## src/rtl/fb_arbiter.sv

```systemverilog
// fb_arbiter: single-port framebuffer arbiter; scanout reads always win over queued host pixel writes.
// Host (x, y, pixel) writes are linearised and buffered in a small FIFO drained on free RAM cycles.
module fb_arbiter #(
    parameter int H_PIXELS   = 640,
    parameter int V_LINES    = 480,
    parameter int FIFO_DEPTH = 4,
    parameter int ADDR_W     = 19
) (
    input  logic              clk,
    input  logic              reset_n,
    input  logic              chipselect,
    input  logic              write,
    input  logic              read,
    input  logic [2:0]        address,
    input  logic [7:0]        writedata,
    output logic [7:0]        readdata,
    input  logic [10:0]       hcount,
    input  logic [9:0]        vcount,
    output logic [ADDR_W-1:0] mem_addr,
    output logic              mem_we,
    output logic [7:0]        mem_wdata,
    input  logic [7:0]        mem_rdata,
    output logic [7:0]        pix_out,
    output logic              pix_valid
);
    localparam int PW = $clog2(FIFO_DEPTH);
    localparam int CW = PW + 1;
    localparam logic [9:0] H_LAST = 10'(H_PIXELS - 1);
    localparam logic [9:0] V_LAST = 10'(V_LINES - 1);

    logic [9:0]        r_x, r_y;
    logic              r_autoinc, r_ovf, r_range;
    logic [ADDR_W-1:0] r_q_addr [FIFO_DEPTH];
    logic [7:0]        r_q_data [FIFO_DEPTH];
    logic [PW-1:0]     r_wr_ptr, r_rd_ptr;
    logic [CW-1:0]     r_count;
    logic [1:0]        r_fetch;

    logic              w_wr, w_rd, w_data_wr, w_in_range, w_full, w_empty;
    logic              w_push, w_pop, w_active, w_read_slot;
    logic [9:0]        w_col, w_x_next, w_y_next;
    logic [ADDR_W-1:0] w_wr_addr, w_rd_addr;
    logic [7:0]        w_status;

    // Row stride of 640 reduces to two shifts; other strides fall back to a multiplier.
    function automatic logic [ADDR_W-1:0] lin_addr(input logic [9:0] row, input logic [9:0] col);
        logic [ADDR_W-1:0] w_row;
        w_row = ADDR_W'(row);
        return (H_PIXELS == 640) ? (w_row << 9) + (w_row << 7) + ADDR_W'(col)
                                 : w_row * ADDR_W'(H_PIXELS) + ADDR_W'(col);
    endfunction

    assign w_wr        = chipselect & write;
    assign w_rd        = chipselect & read;
    assign w_data_wr   = w_wr && address == 3'd4;
    assign w_in_range  = r_x <= H_LAST && r_y <= V_LAST;
    assign w_full      = r_count == CW'(FIFO_DEPTH);
    assign w_empty     = r_count == '0;
    assign w_push      = w_data_wr && w_in_range && !w_full;
    assign w_col       = hcount[10:1];
    assign w_active    = w_col <= H_LAST && vcount <= V_LAST;
    assign w_read_slot = !hcount[0] && w_active;
    assign w_pop       = !w_read_slot && !w_empty;
    assign w_wr_addr   = lin_addr(r_y, r_x);
    assign w_rd_addr   = lin_addr(vcount, w_col);
    assign w_status    = {1'b0, r_range, r_ovf, w_empty, w_full, 3'(r_count)};
    assign w_x_next    = (r_x == H_LAST) ? '0 : r_x + 10'd1;
    assign w_y_next    = (r_x != H_LAST) ? r_y : (r_y == V_LAST) ? '0 : r_y + 10'd1;

    always_ff @(posedge clk or negedge reset_n) begin
        if (!reset_n) begin
            r_x       <= '0;
            r_y       <= '0;
            r_autoinc <= 1'b0;
            r_ovf     <= 1'b0;
            r_range   <= 1'b0;
            readdata  <= '0;
        end else begin
            readdata <= (w_rd && address == 3'd6) ? w_status : 8'd0;
            if (w_wr) begin
                case (address)
                    3'd0: r_x[9:8] <= writedata[1:0];
                    3'd1: r_x[7:0] <= writedata;
                    3'd2: r_y[9:8] <= writedata[1:0];
                    3'd3: r_y[7:0] <= writedata;
                    3'd4: begin
                        if (!w_in_range) begin
                            r_range <= 1'b1;
                        end else begin
                            if (w_full) r_ovf <= 1'b1;
                            if (r_autoinc) begin
                                r_x <= w_x_next;
                                r_y <= w_y_next;
                            end
                        end
                    end
                    3'd5: begin
                        r_autoinc <= writedata[0];
                        if (writedata[1]) begin
                            r_ovf   <= 1'b0;
                            r_range <= 1'b0;
                        end
                    end
                    default: ;
                endcase
            end
        end
    end

    always_ff @(posedge clk) begin
        if (w_push) begin
            r_q_addr[r_wr_ptr] <= w_wr_addr;
            r_q_data[r_wr_ptr] <= writedata;
        end
    end

    always_ff @(posedge clk or negedge reset_n) begin
        if (!reset_n) begin
            r_wr_ptr <= '0;
            r_rd_ptr <= '0;
            r_count  <= '0;
        end else begin
            if (w_push) r_wr_ptr <= r_wr_ptr + PW'(1);
            if (w_pop) r_rd_ptr <= r_rd_ptr + PW'(1);
            r_count <= r_count + CW'(w_push) - CW'(w_pop);
        end
    end

    // r_fetch tracks scanout reads until their data comes back from the RAM.
    always_ff @(posedge clk or negedge reset_n) begin
        if (!reset_n) begin
            mem_addr  <= '0;
            mem_we    <= 1'b0;
            mem_wdata <= '0;
            r_fetch   <= '0;
            pix_out   <= '0;
            pix_valid <= 1'b0;
        end else begin
            r_fetch <= {r_fetch[0], w_read_slot};
            mem_we  <= w_pop;
            if (w_read_slot) begin
                mem_addr <= w_rd_addr;
            end else if (w_pop) begin
                mem_addr  <= r_q_addr[r_rd_ptr];
                mem_wdata <= r_q_data[r_rd_ptr];
            end
            pix_valid <= r_fetch[1];
            pix_out   <= r_fetch[1] ? mem_rdata : (w_active ? pix_out : 8'd0);
        end
    end
endmodule

```

## config.mk

```make
export PLATFORM = sky130hd
export DESIGN_NAME = fb_arbiter
export DESIGN_NICKNAME = d
export VERILOG_FILES = /design/src/rtl/fb_arbiter.sv
export SDC_FILE = /design/constraint.sdc
export NUM_CORES = 1
export LEC_CHECK = 0
export BUFFER_PORTS_ARGS = -buffer_cell sky130_fd_sc_hd__buf_2
export CAP_MARGIN = 20
export CORE_ASPECT_RATIO = 0.7
export CORE_MARGIN = 2
export CORE_UTILIZATION = 55
export CTS_BUF_LIST = sky130_fd_sc_hd__clkbuf_4
export DETAILED_ROUTE_END_ITERATION = 8
export PLACE_DENSITY_LB_ADDON = 0.08
export SLEW_MARGIN = 20
export SYNTH_ARGS = -nofsm -noshare
export SYNTH_HDL_FRONTEND = slang
export SYNTH_SLANG_ARGS = --single-unit
```

## constraint.sdc

```tcl
create_clock -name clk -period 3.6 [get_ports clk]
set_input_delay 0.18 -clock clk [delete_from_list [all_inputs] [get_ports clk]]
set_output_delay 0.18 -clock clk [all_outputs]
set_load 0.02 [all_outputs]
```

==> results of run 1 <==
-- metrics by stage --
step           total power, W  std cells  instance area [um2]  util, %  setup slack (ns)
3_3_place_gp          0.00529        915                 9360     60.6             0.863
2_1_floorplan         0.00468        639                 8690        -              1.02
3_5_place_dp          0.00537        915                 9360     60.6             0.737
4_1_cts               0.00659        975                 9940     64.4             0.695
6_report              0.00654        975                 9940     64.4             0.669
5_1_grt               0.00695        975                 9940     64.4             0.457
-- cell families after synthesis --
family / after synthesis / share of synthesized area [%]
simple gates: 156 / 9.03
mux: 45 / 9.12
compound gates: 137 / 10.5
fa+ha+maj: 51 / 7.78
flops: 184 / 59.2
other cells: 1 / 0.0432
xor+xnor: 20 / 2.02
buf+inv: 45 / 2.28
-- where the power goes --
part           switching (W)  internal, W
sequential          0.000376      0.00271
clock               0.000747     0.000453
combinational        0.00122      0.00102
-- final cells by class --
class,count,share of cell area [%]
multi-input combinational,410,33.7
inverter,22,0.830
timing repair buffer,127,8.10
tap,200,2.52
clock inverter,13,1.62
sequential,184,51.7
clock buffer,19,1.43
-- worst max-delay path: stages (launching register included) --
cell and delay [ns]:
dfrtp_1 0.51, a41oi_1 0.41, and4_1 0.34, nand2_1 0.09
nor2_2 0.25, inv_1 0.08, ha_1 0.28, inv_1 0.04
ha_1 0.18, fa_1 0.38, xnor2_1 0.18, xnor2_1 0.13
-- timing repair --
action | in CTS | in global routing
hold buffers | 28 | 0
hold endpoints to repair | 101 | 0
setup endpoints to repair | 0 | 0
-- Yosys cell counts (4+ instances only) --
library cell / instances / share of area [%]
and3_1: 5 / 0.36
o211ai_1: 5 / 0.43
dfrtp_1: 76 / 22
xor2_1: 6 / 0.60
buf_4: 5 / 0.43
o21a_1: 8 / 0.69
buf_2: 8 / 0.46
and2_1: 12 / 0.86
nand2b_1: 7 / 0.50
nand3_1: 13 / 0.75
o21ai_0: 29 / 1.7
inv_1: 21 / 0.91
mux2i_1: 15 / 1.7
clkbuf_1: 9 / 0.39
mux4_2: 27 / 7.0
a21o_1: 7 / 0.60
o21bai_1: 4 / 0.35
a21oi_1: 30 / 1.7
a22o_1: 13 / 1.3
a211oi_1: 6 / 0.52
fa_1: 5 / 1.2
edfxtp_1: 108 / 37
a31oi_1: 7 / 0.50
and4_1: 4 / 0.40
xnor2_1: 14 / 1.4
nor2b_1: 7 / 0.50
o31ai_1: 5 / 0.43
ha_1: 46 / 6.6
nand2_1: 69 / 3.0
nor2_1: 17 / 0.73
-- layer usage --
metal / track usage [%] / up-vias / share of wire, %
met5: 0 / - / 0
met4: 6.68 / 0 / 1.6
met3: 4.53 / 22 / 5.7
met2: 34.3 / 212 / 44
met1: 34.3 / 2829 / 48
li1: - / 2669 / -
-- worst paths after layout --
kind	startpoint	slack, ns	end	cells past startpoint
min	write	0.05	r_range	5
max	r_y[6]	0.67	r_count[2]	11
min in group asynchronous	reset_n	0.15	mem_addr[8]	2
max reg2reg	r_y[6]	0.67	r_count[2]	11
max in group asynchronous	reset_n	2.55	r_y[6]	3
min reg2reg	r_fetch[0]	0.37	r_fetch[1]	0
-- placed cells by master, fill, tap and decap left out, drive strengths merged, types with 12 or more instances in the layout --
master	synthesis	final
edfxtp	108	108
buf	14	99
dfrtp	76	76
nand2	69	69
ha	46	46
a21oi	31	31
o21ai	30	30
inv	22	30
dlygate4sd3	0	28
mux4	27	27
clkbuf	9	19
nor2	18	18
mux2i	15	15
xnor2	14	14
nand3	13	13
a22o	13	13
and2	12	12
-- flip-flops by register name, indices dropped and copies added (netlist names), 2 cells and up --
name,cells
r_wr_ptr,2
pix_out,8
r_fetch,2
r_count,3
mem_wdata,8
r_x,10
readdata,7
mem_addr,19
r_y,10
r_q_addr,76
r_q_data,32
r_rd_ptr,2
==> results by group, run 1 <==
Outcome
  – Status: finished, final reports clean

Pwr
  – Leak: 4.07 nW
  – Maximum vdd drop: 330 uV
  – Cell Pwr Density: 657 nW/um2

Floorplan
  – Core area: 15500 um2
  – I/O pins: 90
  – Area of the die: 16800 um2
  – Die W: 154 um
  – Die Y: 109 um
  – Initial Utilization: 56.2%
  – Row count: 38

Detailed routing
  – DRT Pass-1 Iters: 6
  – Post-DRT Antenna Nets: 0
  – # DRC: 0
  – Vias per cell: 5.88
  – WL final: 18200 um
  – Drt wl/cell: 18.7 um
  – Via count: 5732
  – 1st-iter DRT viols: 493

Final layout
  – Filler cells: 1124
  – Antenna Cells: 0
  – Layout area overhead: 14.5%
  – Multi-input gate area: 3360 um2
  – Layout cells sized above 1: 23.4%
  – NumNets Final: 858
  – Register Area: 5150 um2

Clock tree
  – Setup repair bufs after CTS: 0
  – Clk Latency, worst-skew pair: 0.57 ns
  – Clock root buffer: clkbuf_4
  – Clk buf depth: 2
  – H-tree Lvls: 4
  – Clock transition at the registers of the reported paths: 0.16 ns
  – CTS tree: done
  – Clock buffer count from CTS: 17
  – Clock sink count: 184
  – PostCTS Resize Cnt: 0

STA
  – Final setup violation count: 0
  – Hold_ws: 0.0458 ns
  – Worst slew pin tran: 0.885 ns
  – Slew margin rel.: 40.5%
  – RSZ-0062 raised after global routing: false
  – Hold Fails Final Rpt: 0
  – Fmax: 341 MHz
  – Max Clock Skew: 0.0217 ns
  – Setup TNS: 0 ns
  – Slew Limit Fails: 0
  – Final worst path period need: 2.93 ns
  – Final Cycle Share: 81.4%

Place
  – Final Wtd Congestion: 0.892
  – Hpwl dp: 12700 um
  – Port Buffers: 88

Global route
  – Gr usage total: 22.9%
  – Initial antenna violation count: 0
  – Gr ovfl total: 0
  – Largest net degree at the start of global routing: 49
  – Vias in the first global route: 5590
  – First-pass GRT wire length: 29200 um

Synth
  – Synth Flop Type: edfxtp_1
  – Syn nets: 735
  – Part of the Yosys area used for sequential elements: 59.2%
  – Synth warn: 0
  – Async SR Flop Fraction: 41.3%
  – Synthesized area: 8690 um2
  – Syn Area/Cell: 13.6 um2
  – Yosys reg bits: 184
  – Synth cell types: 63
  – Post-synthesis cell count: 639
  – EDFF count, synth: 108

Critical path
  – CP required: 4.09 ns
  – Startpoint types: flip-flop
  – Critical Setup Path Class: reg2reg
  – Worst-path fanout max: 9
  – Critical path arrival: 3.42 ns
  – Crit. End Element: flip-flop

Flow run
  – Max-cap violations: 0

Min path
  – Hold Path Class: in2reg
Power figures use the tool's default switching activity.
==> inputs of run 2 (changes only) <==
ABC_AREA = 1   (was not set)
clock period = 3 ns   (was 3.6 ns; I/O delays follow)
==> results by group, run 2 <==
Outcome
  – Status: finished, final reports clean (unchanged)

Synth
  – Synth warn: 0 (unchanged)
  – Synthesized area: 8990 um2 (was 8690 um2)
  – Post-synth top cells: nand2_1 (209), edfxtp_1 (108), nor2_1 (107) (was edfxtp_1 (108), dfrtp_1 (76), nand2_1 (69))
  – Top-count cell post-synth: nand2_1 (was edfxtp_1)
  – Yosys top cell by area: edfxtp_1 (unchanged)
  – Syn nets: 1015 (was 735)
  – Part of the Yosys area used for sequential elements: 57.2% (was 59.2%)
  – Syn Area/Cell: 9.78 um2 (was 13.6 um2)
  – EDFF count, synth: 108 (unchanged)
  – Yosys reg bits: 184 (unchanged)
  – Synth Flop Type: edfxtp_1 (unchanged)
  – Post-synthesis cell count: 919 (was 639)
  – Async SR Flop Fraction: 41.3% (unchanged)
  – Share of the synthesized area in the top cell type: 36.1% (was 37.3%)
  – Synth cell types: 44 (was 63)
  – Synth top area cells: edfxtp_1 (36%), dfrtp_1 (21%), nand2_1 (8.7%), ha_1 (6.4%), o21ai_0 (5.3%) (was edfxtp_1 (37%), dfrtp_1 (22%), mux4_2 (7.0%), ha_1 (6.6%), nand2_1 (3.0%))

Floorplan
  – Die Y: 111 um (was 109 um)
  – Row count: 39 (was 38)
  – I/O pins: 90 (unchanged)
  – Die W: 157 um (was 154 um)
  – Initial Utilization: 55.7% (was 56.2%)
  – Area of the die: 17400 um2 (was 16800 um2)
  – Core area: 16200 um2 (was 15500 um2)

STA
  – Setup TNS: 0 ns (unchanged)
  – Hold Fails Final Rpt: 0 (unchanged)
  – Fmax: 399 MHz (was 341 MHz)
  – Max Clock Skew: 0.0276 ns (was 0.0217 ns)
  – Final setup violation count: 0 (unchanged)
  – Slew margin rel.: 49.5% (was 40.5%)
  – Slew Limit Fails: 0 (unchanged)
  – Final worst path period need: 2.51 ns (was 2.93 ns)
  – Worst slew pin tran: 0.757 ns (was 0.885 ns)
  – Final Cycle Share: 83.5% (was 81.4%)
  – RSZ-0062 raised after global routing: false (unchanged)

Pwr
  – Sequential power share: 44.7% (was 47.3%)
  – Pint: 0.00470 W (was 0.00419 W)
  – Cell Pwr Density: 763 nW/um2 (was 657 nW/um2)
  – Combinational power share: 38.3% (was 34.4%)
  – Switch share: 40.2% (was 35.9%)
  – Leak: 4.55 nW (was 4.07 nW)
  – Maximum vdd drop: 376 uV (was 330 uV)
  – Net Switching: 0.00317 W (was 0.00234 W)
  – Part of the power in the clock network: 17.0% (was 18.4%)

Critical path
  – Critical path's most frequent cell: fa_1
  – Worst-path fanout max: 6 (was 9)
  – Crit. End Element: flip-flop (unchanged)
  – Worst path bufs/invs: 1 (was 2)
  – Critical Setup Path Class: reg2reg (unchanged)
  – Slowest Stage Delay on Critical Path: 0.56 ns (was 0.51 ns)
  – CP top delay family: adder cells (unchanged)
  – Crit path cell chain: fa_1, inv_1, fa_1, o21ai_0, nand2_1, o211ai_1, xor2_1 (was a41oi_1, and4_1, nand2_1, nor2_2, inv_1, ha_1, inv_1, ha_1, fa_1, xnor2_1, xnor2_1)
  – CP required: 3.39 ns (was 4.09 ns)
  – Startpoint types: flip-flop (unchanged)
  – Critical path's slowest cell: fa_1 (was dfrtp_1)
  – Critical path arrival: 2.90 ns (was 3.42 ns)

Global route
  – Gr ovfl total: 0 (unchanged)
  – Gr usage total: 24.4% (was 22.9%)
  – Largest net degree at the start of global routing: 77 (was 49)
  – Vias in the first global route: 6271 (was 5590)
  – Initial antenna violation count: 0 (unchanged)
  – First-pass GRT wire length: 32700 um (was 29200 um)

Detailed routing
  – Vias per cell: 5.25 (was 5.88)
  – 1st-iter DRT viols: 687 (was 493)
  – Drt wl/cell: 15.7 um (was 18.7 um)
  – # DRC: 0 (unchanged)
  – WL final: 20200 um (was 18200 um)
  – Post-DRT Antenna Nets: 0 (unchanged)
  – DRT Pass-1 Iters: 5 (was 6)
  – Via count: 6741 (was 5732)

Final layout
  – Antenna Cells: 0 (unchanged)
  – Most frequent cells in the layout: nand2_1 (209), edfxtp_1 (108), nor2_1 (103) (was edfxtp_1 (108), buf_2 (87), dfrtp_1 (75))
  – Post-Route Utilization: 63.8% (was 64.4%)
  – Top Registers: r_q_addr: 76 flops, r_q_data: 32 flops, mem_addr: 19 flops (unchanged)
  – NumNets Final: 1141 (was 858)
  – Layout cells sized above 1: 14.8% (was 23.4%)
  – Layout area overhead: 14.7% (was 14.5%)
  – Number of flip-flops in the largest register: 76 (unchanged)
  – Most common cell after layout, fill and taps aside: nand2_1 (was edfxtp_1)
  – Reg with most FFs: r_q_addr (unchanged)

Flow run
  – Max-cap violations: 0 (unchanged)

Clock tree
  – CTS tree: done (unchanged)
  – Clock buffer count from CTS: 17 (unchanged)
  – Clk Latency, worst-skew pair: 0.58 ns (was 0.57 ns)
  – Setup repair bufs after CTS: 0 (unchanged)
  – Clock root buffer: clkbuf_4 (unchanged)
  – H-tree Lvls: 4 (unchanged)
  – Clock sink count: 184 (unchanged)
  – Clock transition at the registers of the reported paths: 0.15 ns (was 0.16 ns)
  – Clk buf depth: 2 (unchanged)

Place
  – Final Wtd Congestion: 0.900 (was 0.892)
  – Hpwl dp: 13800 um (was 12700 um)
  – Port Buffers: 88 (unchanged)

Min path
  – Hold Path Class: in2reg (unchanged)
[run 2: cell types whose count changed after synthesis, moves of 9 or more]
cell | before | now
o21ai_0 | 29 | 96
xor2_1 | 6 | 15
and2_1 | 12 | 0
a22o_1 | 13 | 0
nand2_1 | 69 | 209
mux2i_1 | 15 | 0
nand3_1 | 13 | 45
nor2_1 | 17 | 107
inv_1 | 21 | 72
mux4_2 | 27 | 0
o22ai_1 | 3 | 27
[run 2: final timing paths]
path | slack, ns | cells past startpoint | endpoint | start
max in group asynchronous | 2.33 | 2 | r_x[9] | reset_n
setup / recovery | 0.49 | 7 | r_q_addr[2][16] | r_y[0]
min in group asynchronous | 0.16 | 2 | mem_addr[5] | reset_n
hold reg to reg | 0.37 | 0 | r_fetch[1] | r_fetch[0]
hold / removal | 0.05 | 5 | r_x[9] | address[1]
setup reg to reg | 0.49 | 7 | r_q_addr[2][16] | r_y[0]
[run 2: final cells by class]
type	instances	area (um2)
flip-flops and latches	184	5140
multi-input cells	629	3420
clock inverters	13	140
inverters	78	298
fillers	1362	5840
repair buffers	135	885
well taps	225	282
clock buffers	19	143
[run 2: power groups by stage]
stage / clock network, W / logic [W] / registers (W)
floorplan: 0 / 0.00186 / 0.00375
global placement: 0 / 0.00296 / 0.00356
detailed placement: 0 / 0.00299 / 0.00357
CTS: 0.00137 / 0.00304 / 0.00351
global route: 0.00149 / 0.00341 / 0.00357
finish: 0.00134 / 0.00302 / 0.00352
[run 2: through the flow]
stage	setup WS [ns]	power, W	cell area (um2)	instances	hold WS [ns]
final	0.494	0.00787	10300	1283	0.0527
after global routing	0.369	0.00846	10300	1283	0.0408
after CTS	0.476	0.00792	10300	1283	0.0195
after detailed placement	0.508	0.00656	9680	1217	0.336
after global placement	0.557	0.00652	9680	1217	0.332
after floorplan	0.425	0.00561	8990	919	-0.146
[run 2: per-layer routing]
| layer | vias up | part of all wire (%) | track usage, % |
|---|---|---|---|
| met1 | 3184 | 52 | 38.6 |
| li1 | 3367 | - | - |
| met3 | 13 | 5.6 | 4.46 |
| met5 | - | 0 | 0 |
| met4 | 0 | 0.77 | 6.18 |
| met2 | 177 | 42 | 34.9 |
[run 2: tightest hold or removal path: stages]
cell and delay (ns):
buf_2 0.11, nor2_2 0.05, nand3_1 0.13, nand2_1 0.07, nand2_1 0.06
[run 2: cell families (layout without fill, tap and decap cells)]
logic type	after synthesis	after routing	share of synthesized area, %
simple gates	388	388	18.2
flops	184	184	57.2
compound gates	166	166	9.90
buf+inv	106	245	4.84
fa+ha+maj	51	51	7.52
xor+xnor	22	22	2.14
other cells	1	1	0.0417
mux	1	1	0.125
[run 2: timing repair]
action | 4_1_cts | 5_1_grt
setup endpoints to repair | 0 | 0
hold buffers | 34 | 0
gates resized for setup | 0 | 0
endpoints found under the hold margin | 134 | 0
==> inputs of run 3 (changes only) <==
clock period = 2.1 ns   (was 3 ns; I/O delays follow)
==> results by group, run 3 (synthesis results as in run 2) <==
Critical path
  – CP top delay family: adder cells (unchanged)
  – Critical path's slowest cell: fa_1 (unchanged)
  – Crit path from: r_x[9] (was r_y[0])
  – Critical path depth: 8 (was 7)
  – CP required: 2.41 ns (was 3.39 ns)
  – Worst setup path endpoint: r_q_addr[0][18] (was r_q_addr[2][16])
  – Worst r2r src: r_x[9] (was r_y[0])
  – Critical R2R Capture: r_q_addr[0][18] (was r_q_addr[2][16])
  – Slowest Stage Delay on Critical Path: 0.56 ns (about the same)
  – Crit. End Element: flip-flop (unchanged)
  – Critical Setup Path Class: reg2reg (unchanged)
  – Reg2Reg Depth: 8 (was 7)
  – R2r setup slk: -0.12 ns (was 0.49 ns)
  – Startpoint types: flip-flop (unchanged)
  – Crit path cell chain: fa_1, inv_1, fa_2, buf_4, inv_2, nand3_2, nand4_1, nand2_2 (was fa_1, inv_1, fa_1, o21ai_0, nand2_1, o211ai_1, xor2_1)
  – Worst-path fanout max: 4 (was 6)
  – Critical path arrival: 2.53 ns (was 2.90 ns)
  – Worst path bufs/invs: 3 (was 1)

Global route
  – Gr ovfl total: 0 (unchanged)
  – Initial antenna violation count: 0 (unchanged)
  – First-pass GRT wire length: 33100 um (was 32700 um)
  – Gr usage total: 24.5% (was 24.4%)
  – Vias in the first global route: 6537 (was 6271)
  – Largest net degree at the start of global routing: 37 (was 77)

STA
  – Setup TNS: -1.43 ns (was 0 ns)
  – Worst slew pin tran: 0.553 ns (was 0.757 ns)
  – Final worst path period need: 2.22 ns (was 2.51 ns)
  – Fmax: 450 MHz (was 399 MHz)
  – Final Cycle Share: 106% (was 83.5%)
  – Worst Slack Setup Final: -0.123 ns (was 0.494 ns)
  – Hold Fails Final Rpt: 0 (unchanged)
  – Slew Limit Fails: 0 (unchanged)
  – Hold_ws: 0.0628 ns (was 0.0527 ns)
  – Slew margin rel.: 63.2% (was 49.5%)
  – Final setup violation count: 21 (was 0)
  – Max Clock Skew: 0.0149 ns (was 0.0276 ns)
  – RSZ-0062 raised after global routing: true (was false)

Pwr
  – Sequential power share: 41.1% (was 44.7%)
  – Part of the power in the clock network: 15.4% (was 17.0%)
  – Pint: 0.00721 W (was 0.00470 W)
  – Switch share: 40.1% (was 40.2%)
  – Cell Pwr Density: 1090 nW/um2 (was 763 nW/um2)
  – PnR Total Power: 0.0120 W (was 0.00787 W)
  – Maximum vdd drop: 540 uV (was 376 uV)
  – Leak: 4.89 nW (was 4.55 nW)
  – Combinational power share: 43.6% (was 38.3%)
  – Net Switching: 0.00483 W (was 0.00317 W)

Flow run
  – Max-cap violations: 0 (unchanged)

Final layout
  – Antenna Cells: 0 (unchanged)
  – Most common cell after layout, fill and taps aside: nand2_1 (unchanged)
  – Reg with most FFs: r_q_addr (unchanged)
  – Most frequent cells in the layout: nand2_1 (208), edfxtp_1 (108), nor2_1 (100) (was nand2_1 (209), edfxtp_1 (108), nor2_1 (103))
  – Layout area overhead: 23.0% (was 14.7%)
  – NumNets Final: 1203 (was 1141)
  – Number of flip-flops in the largest register: 76 (unchanged)
  – Filler cells: 1242 (was 1362)
  – Layout cells sized above 1: 22.9% (was 14.8%)
  – Top Registers: r_q_addr: 76 flops, r_q_data: 32 flops, mem_addr: 19 flops (unchanged)

Detailed routing
  – Drt wl/cell: 15.5 um (was 15.7 um)
  – Via count: 6998 (was 6741)
  – Post-DRT Antenna Nets: 0 (unchanged)
  – 1st-iter DRT viols: 548 (was 687)
  – DRT Pass-1 Iters: 5 (unchanged)
  – WL final: 20800 um (was 20200 um)
  – Vias per cell: 5.20 (was 5.25)
  – # DRC: 0 (unchanged)

Clock tree
  – Clock transition at the registers of the reported paths: 0.15 ns (about the same)
  – Clk Latency, worst-skew pair: 0.56 ns (was 0.58 ns)
  – Clk buf depth: 2 (unchanged)
  – Clock sink count: 184 (unchanged)
  – H-tree Lvls: 4 (unchanged)
  – Clock buffer count from CTS: 17 (unchanged)
  – Clock root buffer: clkbuf_4 (unchanged)
  – CTS tree: done (unchanged)

Floorplan
  – Die Y: 111 um (unchanged)
  – Area of the die: 17400 um2 (unchanged)
  – Row count: 39 (unchanged)
  – Core area: 16200 um2 (unchanged)
  – Initial Utilization: 55.7% (unchanged)
  – Die W: 157 um (unchanged)
  – I/O pins: 90 (unchanged)

Place
  – Dpl ws: -0.0672 ns (was 0.508 ns)
  – Hpwl dp: 14400 um (was 13800 um)
  – Port Buffers: 88 (unchanged)
  – Final Wtd Congestion: 0.955 (was 0.900)

Outcome
  – Status: finished, violations left (was finished, final reports clean)
  – Failing checks: negative setup slack

Min path
  – Hold Path Class: in2async (was in2reg)
==> run 3: layer usage <==
layer,GRT usage (%),vias up,wire (um)
li1,-,3488,-
met1,38.1,3260,10400
met2,34.8,228,8810
met3,5.00,22,1290
met4,7.03,0,321
met5,0,-,0
==> run 3: worst min-delay path by stage <==
stage	to	slack [ns]	cells past startpoint
3_5_place_dp	pix_valid	0.12	1
3_3_place_gp	pix_valid	0.12	1
5_1_grt	pix_valid	0.04	2
2_1_floorplan	mem_addr[0]	-0.19	0
4_1_cts	pix_valid	0.02	2
6_report	pix_valid	0.06	2
==> run 3: layout make-up <==
type                       instances  area (um2)  share of cell area (%)
sequential                       184        5150                    46.5
multi-input combinational        629        3650                    33.0
timing repair buffer             197        1410                    12.7
inverter                          78         298                    2.69
tap                              225         282                    2.54
clock inverter                    14         138                    1.24
clock buffer                      18         135                    1.22
==> run 3: repair_timing <==
action | 4_1_cts | 5_1_grt
resized for setup | 13 | 34
hold buffers | 37 | 0
hold endpoints to repair | 145 | 0
setup buffers | 2 | 6
setup endpoints to repair | 29 | 39
pin swaps | 5 | 11
==> run 3: per-stage QoR <==
stage	cells	util [%]	cell area (um2)
2_1_floorplan	919	-	9010
4_1_cts	1342	67.2	10800
3_5_place_dp	1271	62.8	10100
3_3_place_gp	1271	62.8	10100
6_report	1345	68.5	11100
5_1_grt	1345	68.5	11100
==> run 3: power groups by stage <==
| stage | clock network (W) | logic (W) | registers [W] |
|---|---|---|---|
| after global placement | 0 | 0.00474 | 0.00500 |
| after floorplan | 0 | 0.00267 | 0.00536 |
| after global routing | 0.00203 | 0.00584 | 0.00501 |
| final | 0.00185 | 0.00524 | 0.00494 |
| after CTS | 0.00189 | 0.00496 | 0.00494 |
| after detailed placement | 0 | 0.00482 | 0.00502 |
==> run 3: worst reg2reg max path, cell delays in order (launching register included) <==
cell,delay [ns]
dfrtp_1,0.43
fa_1,0.57
inv_1,0.06
fa_2,0.37
buf_4,0.15
inv_2,0.06
nand3_2,0.08
nand4_1,0.15
nand2_2,0.11
